`config.mk`:
```
export PLATFORM = sky130hd
export DESIGN_NAME = result_fifo_flat
export DESIGN_NICKNAME = d
export VERILOG_FILES = /design/src/rtl/result_fifo_if.sv /design/src/rtl/result_fifo.sv /design/src/flat_wrapper.sv
export SDC_FILE = /design/constraint.sdc
export NUM_CORES = 1
export LEC_CHECK = 0
export CAP_MARGIN = 20
export CORE_UTILIZATION = 35
export DETAILED_ROUTE_END_ITERATION = 8
export DONT_BUFFER_PORTS = 1
export HOLD_SLACK_MARGIN = 0.02
export SYNTH_ARGS = -nofsm -noshare
export SYNTH_HDL_FRONTEND = slang
export SYNTH_SLANG_ARGS = --single-unit
```
`constraint.sdc`:
```
create_clock -name clk_i -period 7.3 [get_ports clk_i]
set_clock_uncertainty 0.2 [all_clocks]
set_input_delay 0.365 -clock clk_i [delete_from_list [all_inputs] [get_ports clk_i]]
set_output_delay 0.365 -clock clk_i [all_outputs]
set_load 0.05 [all_outputs]
```
`src/rtl/result_fifo_if.sv`:
```
// Write/pop handshake bundle between the merged measure-lane write port,
// the register-read logic and the result FIFO.
interface result_fifo_if;
    logic        wr_en_i;
    logic [63:0] wr_data_i;
    logic        rd_en_i;
    logic [63:0] rd_data_o;
    logic        rd_valid_o;

    // Producer/consumer side: drives the write strobe and pop request.
    modport master (
        output wr_en_i,
        output wr_data_i,
        output rd_en_i,
        input  rd_data_o,
        input  rd_valid_o
    );

    // FIFO side.
    modport slave (
        input  wr_en_i,
        input  wr_data_i,
        input  rd_en_i,
        output rd_data_o,
        output rd_valid_o
    );
endinterface

```
`src/rtl/result_fifo.sv`:
```
// Measurement-result buffer: captures 64-bit gate results on a one-cycle
// strobe, hands out the oldest entry on pop, and reports level, overflow
// count and a level-threshold interrupt. All outputs come straight from flops.
module result_fifo #(
    parameter int DEPTH = 16,
    parameter int AW    = $clog2(DEPTH)
) (
    input  logic          clk_i,
    input  logic          rst_n_i,
    input  logic          clr_i,
    input  logic [AW:0]   thresh_i,
    result_fifo_if.slave  bus,
    output logic          empty_o,
    output logic          full_o,
    output logic [AW:0]   level_o,
    output logic [15:0]   ovf_cnt_o,
    output logic          irq_o
);

    localparam logic [AW:0] FULL_LVL = (AW+1)'(DEPTH);

    logic [63:0] mem_q [DEPTH];

    logic [AW-1:0] wp_q, wp_d;
    logic [AW-1:0] rp_q, rp_d;
    logic [AW:0]   count_q, count_d;
    logic [15:0]   ovf_q, ovf_d;
    logic [63:0]   rd_data_q, rd_data_d;
    logic          rd_valid_q, rd_valid_d;
    logic          empty_q, empty_d;
    logic          full_q, full_d;
    logic          irq_q, irq_d;

    logic is_empty, is_full, pop_acc, wr_acc, wr_drop;

    // Accept decisions come from the registered count; a pop frees the slot
    // a same-cycle write needs when full, but an empty FIFO never bypasses.
    always_comb begin
        is_empty = (count_q == '0);
        is_full  = (count_q == FULL_LVL);
        pop_acc  = bus.rd_en_i && !is_empty;
        wr_acc   = bus.wr_en_i && (!is_full || pop_acc);
        wr_drop  = bus.wr_en_i && !wr_acc;
    end

    // Next-state for pointers, count, overflow counter and read port; flush wins.
    always_comb begin
        wp_d       = wp_q;
        rp_d       = rp_q;
        count_d    = count_q;
        ovf_d      = ovf_q;
        rd_data_d  = rd_data_q;
        rd_valid_d = 1'b0;
        if (clr_i) begin
            wp_d      = '0;
            rp_d      = '0;
            count_d   = '0;
            ovf_d     = '0;
            rd_data_d = '0;
        end else begin
            if (wr_acc) begin
                wp_d = wp_q + AW'(1);
            end
            if (pop_acc) begin
                rp_d       = rp_q + AW'(1);
                rd_data_d  = mem_q[rp_q];
                rd_valid_d = 1'b1;
            end
            if (wr_acc && !pop_acc) begin
                count_d = count_q + (AW+1)'(1);
            end else if (pop_acc && !wr_acc) begin
                count_d = count_q - (AW+1)'(1);
            end
            if (wr_drop && (ovf_q != 16'hFFFF)) begin
                ovf_d = ovf_q + 16'd1;
            end
        end
    end

    // Status flags are derived from the post-update count so they line up
    // with level_o in the same cycle.
    always_comb begin
        empty_d = (count_d == '0);
        full_d  = (count_d == FULL_LVL);
        irq_d   = (thresh_i != '0) && (count_d >= thresh_i);
    end

    // Control and status registers.
    always_ff @(posedge clk_i or negedge rst_n_i) begin
        if (!rst_n_i) begin
            wp_q       <= '0;
            rp_q       <= '0;
            count_q    <= '0;
            ovf_q      <= '0;
            rd_data_q  <= '0;
            rd_valid_q <= 1'b0;
            empty_q    <= 1'b1;
            full_q     <= 1'b0;
            irq_q      <= 1'b0;
        end else begin
            wp_q       <= wp_d;
            rp_q       <= rp_d;
            count_q    <= count_d;
            ovf_q      <= ovf_d;
            rd_data_q  <= rd_data_d;
            rd_valid_q <= rd_valid_d;
            empty_q    <= empty_d;
            full_q     <= full_d;
            irq_q      <= irq_d;
        end
    end

    // Storage array; no reset needed since pointers/count gate every read.
    always_ff @(posedge clk_i) begin
        if (wr_acc && !clr_i) begin
            mem_q[wp_q] <= bus.wr_data_i;
        end
    end

    assign bus.rd_data_o  = rd_data_q;
    assign bus.rd_valid_o = rd_valid_q;
    assign empty_o        = empty_q;
    assign full_o         = full_q;
    assign level_o        = count_q;
    assign ovf_cnt_o      = ovf_q;
    assign irq_o          = irq_q;

endmodule

```
`src/flat_wrapper.sv`:
```
// flat-port wrapper written by rule: the top's interface ports become plain ports
module result_fifo_flat 
#(
    parameter int DEPTH = 16,
    parameter int AW    = $clog2(DEPTH)
)
  (clk_i, rst_n_i, clr_i, thresh_i, empty_o, full_o, level_o, ovf_cnt_o, irq_o, bus_wr_en_i, bus_wr_data_i, bus_rd_en_i, bus_rd_data_o, bus_rd_valid_o);
  result_fifo_if bus_i ();
  input  logic clk_i;
  input  logic rst_n_i;
  input  logic clr_i;
  input  logic [AW:0] thresh_i;
  output logic empty_o;
  output logic full_o;
  output logic [AW:0] level_o;
  output logic [15:0] ovf_cnt_o;
  output logic irq_o;
  input wire logic [$bits(bus_i.wr_en_i)-1:0] bus_wr_en_i;
  input wire logic [$bits(bus_i.wr_data_i)-1:0] bus_wr_data_i;
  input wire logic [$bits(bus_i.rd_en_i)-1:0] bus_rd_en_i;
  output wire logic [$bits(bus_i.rd_data_o)-1:0] bus_rd_data_o;
  output wire logic [$bits(bus_i.rd_valid_o)-1:0] bus_rd_valid_o;
  assign bus_i.wr_en_i = bus_wr_en_i;
  assign bus_i.wr_data_i = bus_wr_data_i;
  assign bus_i.rd_en_i = bus_rd_en_i;
  assign bus_rd_data_o = bus_i.rd_data_o;
  assign bus_rd_valid_o = bus_i.rd_valid_o;
  result_fifo #(.DEPTH(DEPTH), .AW(AW)) u_core (.clk_i(clk_i), .rst_n_i(rst_n_i), .clr_i(clr_i), .thresh_i(thresh_i), .bus(bus_i), .empty_o(empty_o), .full_o(full_o), .level_o(level_o), .ovf_cnt_o(ovf_cnt_o), .irq_o(irq_o));
endmodule
```
# Word-level counts from Yosys, hierarchy flattened
# Memories as Yosys holds them, arrays and structs flattened.
# Cells that the tools add are included.
# op_classes
addsub,5
n_mul,0
n_div,0
n_lt_le_gt_ge,1
n_eq_ne,3
n_shift,0
mux,15
bitwise_logic,0
reduce_logical,20
# op_table
op,n
two-way mux 64 bit,2
two-way mux 16 bit,2
"adder 16 x 1 -> 16 bit, second input constant",1
two-way mux 4 bit,4
"inequality test 16 bit, second input constant",1
two-way mux 5 bit,3
"== test 5 bit, second input constant",2
zero test 5 bit,2
"adder 4 x 1 -> 4 bit, second input constant",2
logical AND 1 bit,8
nonzero test 2 bit,3
"adder 5 x 1 -> 5 bit, second input constant",1
greater-or-equal comparator 5 bit,1
zero test 1 bit,5
nonzero test 5 bit,1
"subtractor 5 x 1 -> 5 bit, second input constant",1
two-way mux 1 bit,4
logical OR 1 bit,1
# totals
reg_bits,97
latchBits,0
ramBits,1024
mem_bits_ro,0
inputBits,74
output_inout_bits,89
word_cells,54
memories,1
# mem_list
memory,depth,word_bits,rd,rd_clocked_by_memory_dff,wr,line,rtl
u_core.mem_q,16,64,1,0,1,result_fifo.sv:22,logic [63:0] mem_q [DEPTH];

# Longest topological paths before layout
# depth
depth_word,12
mapped_depth,14
ltp_nobuf,13

# Least setup slack after synthesis
# OpenSTA, ideal clock, no wires.
# synth_path
kind,reg2reg
start,"register u_core.count_q[0], in the netlist u_core.level_o[0]"
end,memory u_core.mem_q[15][0] (enable)
setup_ns,0.486
t_arrival_ns,4.566
required_time_ns,6.614
setup_slack_ns,2.048
path_stages_with_launch,7
n_path_buf,0
period_less_slack_ns,5.252
cell_sequence,dfrtp_1 inv_1 ha_1 nor3b_2 a21oi_1 nand2_1 nor2_1
# synth_between
elab_chain_len,8
word_cells_on_any_way,10
classes_between,1 x eq/ne; 2 x mux; 7 x reduce/logical
# synth_lines
element,line,rtl
"start, declared",result_fifo.sv:26,"logic [AW:0] count_q, count_d;"
"start signal, assigned",result_fifo.sv:103,count_q <= count_d;
zero test 5 bit,result_fifo.sv:39,is_empty = (count_q == '0);
zero test 1 bit,result_fifo.sv:41,pop_acc = bus.rd_en_i && !is_empty;
logical AND 1 bit,result_fifo.sv:41,
logical OR 1 bit *,result_fifo.sv:42,wr_acc = bus.wr_en_i && (!is_full || pop_acc);
logical AND 1 bit *,result_fifo.sv:42,
logical AND 1 bit *,result_fifo.sv:115,if (wr_acc && !clr_i) begin
two-way mux 1 bit *,result_fifo.sv:115,
two-way mux 1 bit (implied by the code) *,result_fifo.sv:116,mem_q[wp_q] <= bus.wr_data_i;
"end, declared",result_fifo.sv:22,
# Mark *: on every way between the ends. The rest lies on a longest branch, timed or not.

# Worst setup path after layout
# layout_path
start,"register u_core.count_q[1], in the netlist u_core.level_o[1]"
end,"register u_core.irq_q, in the netlist u_core.irq_o"
# layout_between
elab_chain_len,12
word_cells_on_any_way,18
classes_between,2 x add/sub; 1 x order compare; 1 x eq/ne; 3 x mux; 11 x reduce/logical
# layout_lines
element,line,rtl
zero test 5 bit,result_fifo.sv:39,
zero test 1 bit,result_fifo.sv:41,
logical AND 1 bit,result_fifo.sv:41,
logical OR 1 bit,result_fifo.sv:42,
logical AND 1 bit,result_fifo.sv:42,
zero test 1 bit,result_fifo.sv:71,end else if (pop_acc && !wr_acc) begin
logical AND 1 bit,result_fifo.sv:71,
two-way mux 5 bit,result_fifo.sv:71,
two-way mux 5 bit *,result_fifo.sv:69,if (wr_acc && !pop_acc) begin
two-way mux 5 bit *,result_fifo.sv:54,if (clr_i) begin
net u_core.count_d[4],result_fifo.sv:26,
greater-or-equal comparator 5 bit *,result_fifo.sv:85,irq_d = (thresh_i != '0) && (count_d >= thresh_i);
logical AND 1 bit *,result_fifo.sv:85,
net u_core.irq_d,result_fifo.sv:32,"logic irq_q, irq_d;"
"end signal, assigned",result_fifo.sv:109,irq_q <= irq_d;
"end, declared",result_fifo.sv:32,
# Mark *: on every way through the listed nets, which the timed path passes. The rest lies on a longest branch.
# A chain may end at the register's enable or synchronous reset.

==> metrics.txt <==
status=finished clean; Area Overhead vs Synth=16.0%; final number of hold-violating endpoints=0; Final min period=4530 ps; chip width=352 um; Detailed Route Iter0 Violations=1636; worst slew pin tran=1090 ps; largest net degree at the start of global routing=132; slowest stage delay, CP=750 ps; Logic pwr share=15.3%; Mean Syn Cell Area=22.3 um2; grt ovf=0; number of H-tree levels=3; Clock Power Share=35.9%; number of cells on the worst hold path=4; CP endpoint kind=flip-flop; Gate Count Post-Synth=1921; total wire length=95900 um; post-synthesis simple-gate area fraction=1.32%; PwrDens=326 nW/um2; Skew-Pair Late Insertion Delay=710 ps; main flop type after synthesis=edfxtp_1; Pleak=15.2 nW; Worst slew margin=27.2%; share of layout cells above drive strength 1=23.6%; clk sinks=1121; port bufs=0; main combinational cell family by area after synthesis=multiplexers; Crit path required time=7700 ps; gpl congestion=0.730; first drt pass iteration count=5; Net Sw Power=4.41 mW; switching part of the total=27.3%; Unique masters post-synth=57; post-synthesis compound-gate area fraction=2.62%; total negative setup slack=0 ps; CTS clock-pin slew for the worst setup and hold paths=60 ps; Synth async-reset ratio=8.65%; clk root buf=clkbuf_16; antenna violations before repair=13; flops & latches, synth=1121; Final HPWL DP=55200 um; Setup WS pre-CTS=2270 ps; IO Pins=163; global-route wire length before repair=142000 um; crit share post-route=62.0%; Flop pwr share=48.7%; vias in the first global route=20800; std cell rows=127; commonest non-fill, non-tap cells in the layout=edfxtp_1, mux4_2, mux2i_1; Tot Pwr=16.2 mW; Total Routing Usage GR=15.7%; Worst EP arrival=4920 ps; Max Cap Violations=0; type of the most critical hold path=in -> reg; most common cell after layout, fill and taps aside=edfxtp_1; crit-path max FO=7; Post-Synth XOR/XNOR Area=0.369%; Worst setup SP type=flip-flop; Final Setup Violations=0; synth warn=0; Slowest cell on crit path=a2111oi_2; CTS Buf Count=111; post-synthesis adder-cell area fraction=0.380%; Worst Setup Path Type=reg -> reg; Final Worst Setup Slack=2770 ps; P_int=11.8 mW; drt wl/cell=25.5 um; antenna-violating nets left=0; Core Area=120000 um2; CTS tree=yes; Mapped Area=42800 um2; mux share of post-synthesis cell area=16.6%; EDFF count, synth=1024; Worst R2R Path Depth=11; Final Slew Violations=0; fmax=221 MHz; Remaining DRCs=0; # Post-CTS Setup Buffers=0; CTS max path bufs=3; fin nets=2138; RSZ-0062 raised after global routing=false; via count=19500; post-synthesis sequential area ratio=77.6%; VDD IR-drop max=0.204 mV; Die Ht=352 um; via/cell ratio=5.17; Critical Path, Cell by Cell=inv_1 > ha_1 > or3b_1 > a21oi_1 > nor2_1 > a2111oi_2 > ha_1 > o22ai_1 > dlygate4sd3_1 > a21oi_1 > dlygate4sd3_1; Die Area=124000 um2; synthesized net count=2008; Initial Util=35.5%
## layer usage
metal	vias up	routed length, um	global-route usage, %
met5	-	101	0
met3	130	6450	4.11
li1	8340	-	-
met2	529	47800	25.9
met4	18	2300	4.86
met1	10500	39300	20.2
## registers in the layout, indices dropped and copies added, names as in the netlist
register,flops
u_core.empty_o,1
u_core.irq_o,1
u_core.level_o,5
u_core.ovf_cnt_o,16
u_core.bus.rd_valid_o,1
u_core.mem_q,1024
u_core.full_o,1
u_core.bus.rd_data_o,64
u_core.rp_q,4
u_core.wp_q,4
## path summary, 6_finish.rpt
| kind | from | to | slack, ps |
|---|---|---|---|
| worst max-delay path | u_core.level_o[1] | u_core.irq_o | 2770 |
| worst min-delay path | bus_rd_en_i | u_core.empty_o | 60 |
| worst max register to register | u_core.level_o[1] | u_core.irq_o | 2770 |
| worst min register to register | u_core.rp_q[3] | u_core.rp_q[3] | 390 |
| max in group asynchronous | rst_n_i | u_core.rp_q[0] | 6240 |
| min in group asynchronous | rst_n_i | u_core.full_o | 90 |
## critical path: cells and delay by family (launching register included)
family	cells	cell delay (ps)
buffers and inverters	3	1320
AO/OA/AOI/OAI	4	1140
flip-flops	1	620
adder cells (fa/ha/maj)	2	580
AND/OR/NAND/NOR	2	570
## repair_timing
action | in CTS | in global routing
endpoints found under the hold margin | 1178 | 0
endpoints found under the setup margin | 0 | 0
gates resized for setup | 0 | 0
hold buffers | 76 | 0
## layout make-up
| cell class | count | area [um2] |
|---|---|---|
| antenna | 5 | 12.5 |
| clock buffer | 152 | 3110 |
| clock inverter | 60 | 689 |
| fill | 10500 | 70800 |
| inverter | 12 | 45.0 |
| multi-input combinational | 688 | 9220 |
| sequential | 1121 | 33200 |
| tap | 1612 | 2020 |
| timing repair buffer | 117 | 1320 |
## synthesized netlist by cell type (13+ instances only)
library cell  instances  area (um2)
buf_2                39         195
xnor2_1              14         123
edfxtp_1           1024       30700
a2bb2oi_1            64         561
nor2_1               46         173
ha_1                 13         163
dfrtp_1              96        2400
o21ai_1              61         305
mux4_2              256        5770
nand2_1              13        48.8
clkbuf_1             55         206
mux2i_1             129        1290
## power groups by stage
stage | combinational, mW | sequential (mW) | clock [mW]
finish | 2.48 | 7.88 | 5.81
CTS | 2.56 | 7.90 | 5.96
global route | 2.69 | 7.92 | 6.18
detailed placement | 2.41 | 8.04 | 0
global placement | 2.39 | 8.03 | 0
floorplan | 1.94 | 7.85 | 0
## through the flow
step                util (%)  hold slack [ps]  area [um2]  std cells
floorplan                  -             -131       42800       1921
global placement        37.2             -122       44900       3467
detailed placement      37.4             -124       45000       3473
CTS                     41.2             20.9       49600       3761
global route            41.2             67.4       49600       3766
finish                  41.2             64.0       49600       3767
## cell families after synthesis
| kind of cell | Yosys count |
|---|---|
| simple gates | 108 |
| mux | 388 |
| compound gates | 161 |
| fa+ha+maj | 13 |
| flops | 1121 |
| xor+xnor | 18 |
| buf+inv | 112 |
Note: power is estimated with default switching activity, not from simulation.
